**src/rtl/pipe_pkg.sv**
```systemverilog
// Shared types for the pipeline hazard/forwarding controller: slot tags,
// control FSM states and forwarding-source encodings.
package pipe_pkg;

    // Tags carry register addresses zero-extended to this width so one struct
    // serves every register-file size up to 2**TAG_RA_W entries.
    localparam int TAG_RA_W = 8;

    typedef struct packed {
        logic                valid;
        logic [TAG_RA_W-1:0] rd;
        logic                wen;
        logic                is_load;
        logic                is_halt;
    } tag_t;

    typedef enum logic [1:0] {
        ST_IDLE = 2'd0,
        ST_RUN  = 2'd1,
        ST_HALT = 2'd2
    } state_t;

    localparam logic [1:0] FWD_RF  = 2'd0;
    localparam logic [1:0] FWD_EX  = 2'd1;
    localparam logic [1:0] FWD_MEM = 2'd2;
    localparam logic [1:0] FWD_WB  = 2'd3;

    function automatic logic tag_hit(input tag_t t, input logic [TAG_RA_W-1:0] src);
        return t.valid && t.wen && (t.rd == src);
    endfunction

endpackage

```
**src/rtl/pipe_hazard_unit_if.sv**
```systemverilog
// Bundle between decoder/register file/datapath and the hazard unit.
// start/enable act as the request/permission pair: the unit moves to RUN only
// on a cycle where both are high, and leaves RUN on the first cycle enable is low.
interface pipe_hazard_unit_if #(
    parameter int DATA_W = 16,
    parameter int RA_W   = 3
);
    import pipe_pkg::*;

    logic              start;
    logic              enable;
    logic [RA_W-1:0]   id_rs1;
    logic [RA_W-1:0]   id_rs2;
    logic              id_rs1_use;
    logic              id_rs2_use;
    logic [RA_W-1:0]   id_rd;
    logic              id_wen;
    logic              id_is_load;
    logic              id_is_branch;
    logic              id_is_halt;
    logic [DATA_W-1:0] rf_rs1_data;
    logic [DATA_W-1:0] rf_rs2_data;
    logic [DATA_W-1:0] ex_result;
    logic [DATA_W-1:0] mem_result;
    logic [DATA_W-1:0] mem_load_data;
    logic [DATA_W-1:0] wb_result;

    logic              running;
    logic              stall_if;
    logic              inject_bubble;
    logic [DATA_W-1:0] opa;
    logic [DATA_W-1:0] opb;
    logic [1:0]        fwd_sel_a;
    logic [1:0]        fwd_sel_b;
    logic              halted;
    state_t            dbg_state;
    logic [1:0]        dbg_br_cnt;

    modport master (
        output start, enable, id_rs1, id_rs2, id_rs1_use, id_rs2_use, id_rd, id_wen,
               id_is_load, id_is_branch, id_is_halt, rf_rs1_data, rf_rs2_data,
               ex_result, mem_result, mem_load_data, wb_result,
        input  running, stall_if, inject_bubble, opa, opb, fwd_sel_a, fwd_sel_b,
               halted, dbg_state, dbg_br_cnt
    );

    modport slave (
        input  start, enable, id_rs1, id_rs2, id_rs1_use, id_rs2_use, id_rd, id_wen,
               id_is_load, id_is_branch, id_is_halt, rf_rs1_data, rf_rs2_data,
               ex_result, mem_result, mem_load_data, wb_result,
        output running, stall_if, inject_bubble, opa, opb, fwd_sel_a, fwd_sel_b,
               halted, dbg_state, dbg_br_cnt
    );

endinterface

```
**src/rtl/pipe_fwd_mux.sv**
```systemverilog
// Per-operand forwarding select: youngest matching in-flight writer wins,
// falling back to register-file data.
module pipe_fwd_mux
    import pipe_pkg::*;
#(
    parameter int DATA_W = 16,
    parameter int RA_W   = 3
) (
    input  logic              i_use,
    input  logic [RA_W-1:0]   i_src,
    input  tag_t              i_ex_tag,
    input  tag_t              i_mem_tag,
    input  tag_t              i_wb_tag,
    input  logic [DATA_W-1:0] i_rf_data,
    input  logic [DATA_W-1:0] i_ex_result,
    input  logic [DATA_W-1:0] i_mem_result,
    input  logic [DATA_W-1:0] i_mem_load_data,
    input  logic [DATA_W-1:0] i_wb_result,
    output logic [1:0]        o_sel,
    output logic [DATA_W-1:0] o_data
);

    logic [TAG_RA_W-1:0] w_src;
    logic                w_unused;

    assign w_src    = TAG_RA_W'(i_src);
    assign w_unused = &{1'b0, i_ex_tag.is_halt, i_mem_tag.is_halt, i_wb_tag.is_halt,
                        i_wb_tag.is_load};

    // A load still in EX has no data yet; the load-use stall covers that case,
    // so it is skipped here and older writers are considered instead.
    always_comb begin
        o_sel  = FWD_RF;
        o_data = i_rf_data;
        if (i_use) begin
            if (tag_hit(i_ex_tag, w_src) && !i_ex_tag.is_load) begin
                o_sel  = FWD_EX;
                o_data = i_ex_result;
            end else if (tag_hit(i_mem_tag, w_src)) begin
                o_sel  = FWD_MEM;
                o_data = i_mem_tag.is_load ? i_mem_load_data : i_mem_result;
            end else if (tag_hit(i_wb_tag, w_src)) begin
                o_sel  = FWD_WB;
                o_data = i_wb_result;
            end
        end
    end

endmodule

```
**src/rtl/pipe_hazard_unit.sv**
```systemverilog
// Hazard and forwarding controller for the 5-stage in-order core: tag
// pipeline EX/MEM/WB, load-use and branch bubbles, run/idle/halt control.
module pipe_hazard_unit
    import pipe_pkg::*;
#(
    parameter int DATA_W     = 16,
    parameter int RA_W       = 3,
    parameter int BR_BUBBLES = 2
) (
    input  logic               i_clock,
    input  logic               i_reset,
    pipe_hazard_unit_if.slave  io_hz
);

    localparam logic [1:0] BR_LOAD = 2'(BR_BUBBLES);

    state_t              r_state;
    state_t              w_state_nxt;
    tag_t                r_ex;
    tag_t                r_mem;
    tag_t                r_wb;
    tag_t                w_id_tag;
    logic [1:0]          r_br_cnt;
    logic                w_running;
    logic                w_cnt_busy;
    logic                w_load_use;
    logic                w_br_accept;
    logic                w_inject;
    logic [TAG_RA_W-1:0] w_rs1;
    logic [TAG_RA_W-1:0] w_rs2;

    assign w_running  = (r_state == ST_RUN);
    assign w_cnt_busy = (r_br_cnt != 2'd0);
    assign w_rs1      = TAG_RA_W'(io_hz.id_rs1);
    assign w_rs2      = TAG_RA_W'(io_hz.id_rs2);

    // While branch bubbles drain, the ID slot holds a wrong-path instruction
    // and must not raise a load-use stall or start another branch.
    assign w_load_use = !w_cnt_busy && r_ex.valid && r_ex.wen && r_ex.is_load &&
                        ((io_hz.id_rs1_use && (r_ex.rd == w_rs1)) ||
                         (io_hz.id_rs2_use && (r_ex.rd == w_rs2)));
    assign w_br_accept = w_running && !w_cnt_busy && !w_load_use && io_hz.id_is_branch;
    assign w_inject    = w_running && (w_load_use || w_cnt_busy);

    always_comb begin
        w_id_tag         = '0;
        w_id_tag.valid   = 1'b1;
        w_id_tag.rd      = TAG_RA_W'(io_hz.id_rd);
        w_id_tag.wen     = io_hz.id_wen;
        w_id_tag.is_load = io_hz.id_is_load;
        w_id_tag.is_halt = io_hz.id_is_halt;
    end

    // The halt is caught as it leaves MEM so HALT coincides with it reaching WB.
    always_comb begin
        w_state_nxt = r_state;
        unique case (r_state)
            ST_IDLE: if (io_hz.start && io_hz.enable) w_state_nxt = ST_RUN;
            ST_RUN: begin
                if (!io_hz.enable)                   w_state_nxt = ST_IDLE;
                else if (r_mem.valid && r_mem.is_halt) w_state_nxt = ST_HALT;
            end
            ST_HALT: if (!io_hz.start) w_state_nxt = ST_IDLE;
            default: w_state_nxt = ST_IDLE;
        endcase
    end

    always_ff @(posedge i_clock) begin
        if (i_reset) begin
            r_state  <= ST_IDLE;
            r_ex     <= '0;
            r_mem    <= '0;
            r_wb     <= '0;
            r_br_cnt <= 2'd0;
        end else begin
            r_state <= w_state_nxt;
            if (w_running) begin
                r_wb  <= r_mem;
                r_mem <= r_ex;
                r_ex  <= w_inject ? '0 : w_id_tag;
                if (w_cnt_busy)       r_br_cnt <= r_br_cnt - 2'd1;
                else if (w_br_accept) r_br_cnt <= BR_LOAD;
            end
        end
    end

    assign io_hz.running       = w_running;
    assign io_hz.halted        = (r_state == ST_HALT);
    assign io_hz.stall_if      = !w_running || w_load_use || w_cnt_busy;
    assign io_hz.inject_bubble = w_inject;
    assign io_hz.dbg_state     = r_state;
    assign io_hz.dbg_br_cnt    = r_br_cnt;

    pipe_fwd_mux #(.DATA_W(DATA_W), .RA_W(RA_W)) u_fwd_a (
        .i_use           (io_hz.id_rs1_use),
        .i_src           (io_hz.id_rs1),
        .i_ex_tag        (r_ex),
        .i_mem_tag       (r_mem),
        .i_wb_tag        (r_wb),
        .i_rf_data       (io_hz.rf_rs1_data),
        .i_ex_result     (io_hz.ex_result),
        .i_mem_result    (io_hz.mem_result),
        .i_mem_load_data (io_hz.mem_load_data),
        .i_wb_result     (io_hz.wb_result),
        .o_sel           (io_hz.fwd_sel_a),
        .o_data          (io_hz.opa)
    );

    pipe_fwd_mux #(.DATA_W(DATA_W), .RA_W(RA_W)) u_fwd_b (
        .i_use           (io_hz.id_rs2_use),
        .i_src           (io_hz.id_rs2),
        .i_ex_tag        (r_ex),
        .i_mem_tag       (r_mem),
        .i_wb_tag        (r_wb),
        .i_rf_data       (io_hz.rf_rs2_data),
        .i_ex_result     (io_hz.ex_result),
        .i_mem_result    (io_hz.mem_result),
        .i_mem_load_data (io_hz.mem_load_data),
        .i_wb_result     (io_hz.wb_result),
        .o_sel           (io_hz.fwd_sel_b),
        .o_data          (io_hz.opb)
    );

endmodule

```
**src/flat_wrapper.sv**
```systemverilog
// flat-port wrapper written by rule: the top's interface ports become plain ports
module pipe_hazard_unit_flat import pipe_pkg::*;
#(
    parameter int DATA_W     = 16,
    parameter int RA_W       = 3,
    parameter int BR_BUBBLES = 2
)
  (i_clock, i_reset, io_hz_start, io_hz_enable, io_hz_id_rs1, io_hz_id_rs2, io_hz_id_rs1_use, io_hz_id_rs2_use, io_hz_id_rd, io_hz_id_wen, io_hz_id_is_load, io_hz_id_is_branch, io_hz_id_is_halt, io_hz_rf_rs1_data, io_hz_rf_rs2_data, io_hz_ex_result, io_hz_mem_result, io_hz_mem_load_data, io_hz_wb_result, io_hz_running, io_hz_stall_if, io_hz_inject_bubble, io_hz_opa, io_hz_opb, io_hz_fwd_sel_a, io_hz_fwd_sel_b, io_hz_halted, io_hz_dbg_state, io_hz_dbg_br_cnt);
  pipe_hazard_unit_if #(.DATA_W(DATA_W), .RA_W(RA_W)) io_hz_i ();
  input  logic i_clock;
  input  logic i_reset;
  input wire logic [$bits(io_hz_i.start)-1:0] io_hz_start;
  input wire logic [$bits(io_hz_i.enable)-1:0] io_hz_enable;
  input wire logic [$bits(io_hz_i.id_rs1)-1:0] io_hz_id_rs1;
  input wire logic [$bits(io_hz_i.id_rs2)-1:0] io_hz_id_rs2;
  input wire logic [$bits(io_hz_i.id_rs1_use)-1:0] io_hz_id_rs1_use;
  input wire logic [$bits(io_hz_i.id_rs2_use)-1:0] io_hz_id_rs2_use;
  input wire logic [$bits(io_hz_i.id_rd)-1:0] io_hz_id_rd;
  input wire logic [$bits(io_hz_i.id_wen)-1:0] io_hz_id_wen;
  input wire logic [$bits(io_hz_i.id_is_load)-1:0] io_hz_id_is_load;
  input wire logic [$bits(io_hz_i.id_is_branch)-1:0] io_hz_id_is_branch;
  input wire logic [$bits(io_hz_i.id_is_halt)-1:0] io_hz_id_is_halt;
  input wire logic [$bits(io_hz_i.rf_rs1_data)-1:0] io_hz_rf_rs1_data;
  input wire logic [$bits(io_hz_i.rf_rs2_data)-1:0] io_hz_rf_rs2_data;
  input wire logic [$bits(io_hz_i.ex_result)-1:0] io_hz_ex_result;
  input wire logic [$bits(io_hz_i.mem_result)-1:0] io_hz_mem_result;
  input wire logic [$bits(io_hz_i.mem_load_data)-1:0] io_hz_mem_load_data;
  input wire logic [$bits(io_hz_i.wb_result)-1:0] io_hz_wb_result;
  output wire logic [$bits(io_hz_i.running)-1:0] io_hz_running;
  output wire logic [$bits(io_hz_i.stall_if)-1:0] io_hz_stall_if;
  output wire logic [$bits(io_hz_i.inject_bubble)-1:0] io_hz_inject_bubble;
  output wire logic [$bits(io_hz_i.opa)-1:0] io_hz_opa;
  output wire logic [$bits(io_hz_i.opb)-1:0] io_hz_opb;
  output wire logic [$bits(io_hz_i.fwd_sel_a)-1:0] io_hz_fwd_sel_a;
  output wire logic [$bits(io_hz_i.fwd_sel_b)-1:0] io_hz_fwd_sel_b;
  output wire logic [$bits(io_hz_i.halted)-1:0] io_hz_halted;
  output wire logic [$bits(io_hz_i.dbg_state)-1:0] io_hz_dbg_state;
  output wire logic [$bits(io_hz_i.dbg_br_cnt)-1:0] io_hz_dbg_br_cnt;
  assign io_hz_i.start = io_hz_start;
  assign io_hz_i.enable = io_hz_enable;
  assign io_hz_i.id_rs1 = io_hz_id_rs1;
  assign io_hz_i.id_rs2 = io_hz_id_rs2;
  assign io_hz_i.id_rs1_use = io_hz_id_rs1_use;
  assign io_hz_i.id_rs2_use = io_hz_id_rs2_use;
  assign io_hz_i.id_rd = io_hz_id_rd;
  assign io_hz_i.id_wen = io_hz_id_wen;
  assign io_hz_i.id_is_load = io_hz_id_is_load;
  assign io_hz_i.id_is_branch = io_hz_id_is_branch;
  assign io_hz_i.id_is_halt = io_hz_id_is_halt;
  assign io_hz_i.rf_rs1_data = io_hz_rf_rs1_data;
  assign io_hz_i.rf_rs2_data = io_hz_rf_rs2_data;
  assign io_hz_i.ex_result = io_hz_ex_result;
  assign io_hz_i.mem_result = io_hz_mem_result;
  assign io_hz_i.mem_load_data = io_hz_mem_load_data;
  assign io_hz_i.wb_result = io_hz_wb_result;
  assign io_hz_running = io_hz_i.running;
  assign io_hz_stall_if = io_hz_i.stall_if;
  assign io_hz_inject_bubble = io_hz_i.inject_bubble;
  assign io_hz_opa = io_hz_i.opa;
  assign io_hz_opb = io_hz_i.opb;
  assign io_hz_fwd_sel_a = io_hz_i.fwd_sel_a;
  assign io_hz_fwd_sel_b = io_hz_i.fwd_sel_b;
  assign io_hz_halted = io_hz_i.halted;
  assign io_hz_dbg_state = io_hz_i.dbg_state;
  assign io_hz_dbg_br_cnt = io_hz_i.dbg_br_cnt;
  pipe_hazard_unit #(.DATA_W(DATA_W), .RA_W(RA_W), .BR_BUBBLES(BR_BUBBLES)) u_core (.i_clock(i_clock), .i_reset(i_reset), .io_hz(io_hz_i));
endmodule
```
**config.mk**
```make
export PLATFORM = sky130hd
export DESIGN_NAME = pipe_hazard_unit_flat
export DESIGN_NICKNAME = d
export VERILOG_FILES = /design/src/rtl/pipe_pkg.sv /design/src/rtl/pipe_hazard_unit_if.sv /design/src/rtl/pipe_fwd_mux.sv /design/src/rtl/pipe_hazard_unit.sv /design/src/flat_wrapper.sv
export SDC_FILE = /design/constraint.sdc
export NUM_CORES = 1
export LEC_CHECK = 0
export ABC_AREA = 1
export BUFFER_PORTS_ARGS = -buffer_cell sky130_fd_sc_hd__buf_2
export CAP_MARGIN = 10
export CELL_PAD_IN_SITES_DETAIL_PLACEMENT = 1
export CELL_PAD_IN_SITES_GLOBAL_PLACEMENT = 1
export CORE_ASPECT_RATIO = 0.6
export CORE_UTILIZATION = 31
export CTS_CLUSTER_SIZE = 16
export DETAILED_ROUTE_END_ITERATION = 12
export PLACE_DENSITY_LB_ADDON = 0.1
export SYNTH_ARGS = -nofsm -noshare
export SYNTH_HDL_FRONTEND = slang
export SYNTH_SLANG_ARGS = --single-unit
```
**constraint.sdc**
```tcl
create_clock -name i_clock -period 3 [get_ports i_clock]
set_input_delay 0.45 -clock i_clock [delete_from_list [all_inputs] [get_ports i_clock]]
set_output_delay 0.45 -clock i_clock [all_outputs]
set_load 0.02 [all_outputs]
```
==> summary.txt <==
Sequential fraction of the synthesis area - 15.5%
Min-Delay Path Class - in -> reg
TritonCTS Sinks - 23
Status - complete, no violations
Count of final max-slew check failures - 0
Post-DP HPWL - 11.2 mm
Initial Utilization - 32.1%
GPL Wtd Cong - 0.967
Commonest non-fill, non-tap cells in the layout - nand2_1 (188), buf_2 (158), nand3_1 (50)
Yosys warning count - 0
GRT Overall Usage - 28.2%
Startpoint Class - flip-flop
WL final - 14.0 mm
Flip-flop and latch area - 460 um2
Final period util - 91.4%
# diodes - 0
Via Count - 4190
Crit end category - primary output
Grt ovf - 0
Worst r2r path cells - 9
RR Endpoint - u_core.io_hz.dbg_br_cnt[1]
Synth Register Bits - 23
Share of cells above drive strength 1 - 30.6%
Wire per inst - 17.3 um
Core Box Area - 0.00926 mm2
Max-cap violation count - 0
Unrepaired setup endpoints after global routing - false
Psw - 0.442 mW
CP endpoint - io_hz_opa[12]
Power Internal - 0.691 mW
Clk pwr share - 27.0%
Crit path required time - 2550 ps
Worst-Skew Late Latency - 270 ps
DR vias/cell - 5.17
Leak - 2.23 nW
Yosys cell types - 35
Number of global-route vias before repair - 3979
TNS Setup - 0 ps
1st-iter DRT viols - 300
DIE HEIGHT - 77.9 um
CP arrival - 2290 ps
Final Critical Period - 2740 ps
Syn_nets - 658
Worst VDD drop - 0.164 mV
Die width - 128 um
Hold bufs inserted after CTS - 0
CTS tree - built
Layout Nets - 798
Switching Share - 39.0%
R2r setup slk - 1190 ps
Remaining antenna violation count - 0
R2r startpoint - u_core.io_hz.dbg_br_cnt[0]
Total I/O pin count - 159
DRC violations left - 0
Commonest non-fill, non-tap cell in the layout - nand2_1
Syn-to-layout area delta - 31.5%
Crit-path max FO - 15
Synth top area cells - nand2_1 (24%), dfxtp_1 (15%), nand3_1 (8.6%)
CTS Buf Count - 3
FILL cells - 1385
H-tree level count - 1
Power Density - 290 mW/mm2
Reg clk slew, reported paths - 70 ps
Post-Syn Area - 0.00297 mm2
Largest net degree at the start of global routing - 35
Fmax achieved - 0.365 GHz
Slew headroom - 54.1%
Final setup violating endpoints - 0
PostCTS Resize Cnt - 0
Clock Path Buffers - 2
Syn_area_per_cell - 5.50 um2
Critical path startpoint - u_core.r_mem[1]
CTS root buf - clkbuf_16
Slew @ Worst Pin - 686 ps
Detailed Routing Iterations Pass 1 - 4
Multi-input logic area - 0.00218 mm2
CP Class - reg -> out
Seq pwr share - 31.6%
DIE AREA - 0.0100 mm2
Post-Synthesis Cells - 541
First-pass GRT wire length - 21.7 mm
Initial antenna violation count - 0
Post-CTS Setup Bufs - 0
Area leader, netlist - nand2_1
Combinational power share - 41.4%
Port bufs - 158
Top cell type's share of synthesized area - 23.7%
Final core utilization - 42.2%
Site row count - 27
Clock Skew - 5.49 ps
Hold Fails Final Rpt - 0
[worst max-delay path, stage by stage, from the launching register on]
cell and delay, ps:
dfxtp_1 730, mux2_2 440, nand2_1 70, nand2_1 50, a21oi_1 350, nand2_1 100
nand2_1 70, nand2_1 40, buf_2 150
[cell type report]
cell class,count,area share [%]
well taps,130,4.16
clock inverters,1,0.128
inverters,44,4.22
repair buffers,168,22.1
clock buffers,3,1.92
multi-input cells,441,55.6
flip-flops and latches,23,11.8
[per-layer routing]
layer	up-vias	share of wire [%]	track usage [%]
met5	-	0	0
met4	0	0.48	2.82
met3	7	7.7	3.86
met2	194	39	39.7
met1	1963	53	44.9
li1	2026	-	-
[cell usage after synthesis (all sizes together)]
| master | count |
|---|---|
| buf | 19 |
| inv | 41 |
| nor2b | 1 |
| and2 | 2 |
| nand2 | 198 |
| a211oi | 1 |
| xor2 | 5 |
| o211ai | 2 |
| clkbuf | 14 |
| nor3 | 4 |
| nand3 | 51 |
| xnor2 | 4 |
| ha | 2 |
| nor2 | 48 |
| dfxtp | 23 |
| a21oi | 27 |
| o21ai | 62 |
| nand4 | 10 |
| nand3b | 7 |
| clkinv | 3 |
| mux2 | 16 |
| o22ai | 1 |
[power groups by stage]
stage                     combinational (mW)  sequential, mW  clock (mW)
after floorplan                        0.265           0.355           0
after global routing                   0.513           0.360       0.318
after detailed placement               0.462           0.364           0
final                                  0.469           0.357       0.306
after global placement                 0.452           0.362           0
after CTS                              0.465           0.357       0.313
[flip-flops by register name, summed over array words and instances (netlist names)]
name	count
u_core.r_wb	5
u_core.io_hz.dbg_br_cnt	2
u_core.r_mem	7
u_core.io_hz.dbg_state	2
u_core.r_ex	7
[how the worst min path moves through the flow]
stage | endpoint | depth (start not counted) | startpoint
CTS | u_core.r_ex[1] | 3 | io_hz_id_is_load
floorplan | u_core.r_ex[0] | 2 | u_core.r_ex[0]
finish | u_core.r_ex[1] | 3 | io_hz_id_is_load
detailed placement | u_core.r_ex[0] | 2 | u_core.r_ex[0]
global placement | u_core.r_ex[0] | 2 | u_core.r_ex[0]
global route | u_core.r_ex[1] | 3 | io_hz_id_is_load
[kinds of logic after synthesis]
kind of cell | after synthesis | share of synthesized area (%)
AOI/OAI and AO/OA | 93 | 16.1
xor gates and xnor gates | 9 | 2.65
adders and majority gates | 2 | 0.841
buffers and inverters | 77 | 11.5
DFF | 23 | 15.5
muxes | 16 | 6.06
and+or+nand+nor | 321 | 47.4
[through the flow]
| step | hold WS, ps | instance area (um2) | total power, mW | setup WS (ps) | instances |
|---|---|---|---|---|---|
| floorplan | 446 | 2970 | 0.619 | 848 | 541 |
| global placement | 457 | 3820 | 0.814 | 408 | 806 |
| detailed placement | 458 | 3820 | 0.826 | 272 | 806 |
| CTS | 456 | 3910 | 1.14 | 99.5 | 810 |
| global route | 482 | 3910 | 1.19 | 127 | 810 |
| finish | 457 | 3910 | 1.13 | 257 | 810 |
No activity file was read; power rests on OpenSTA's default activity.
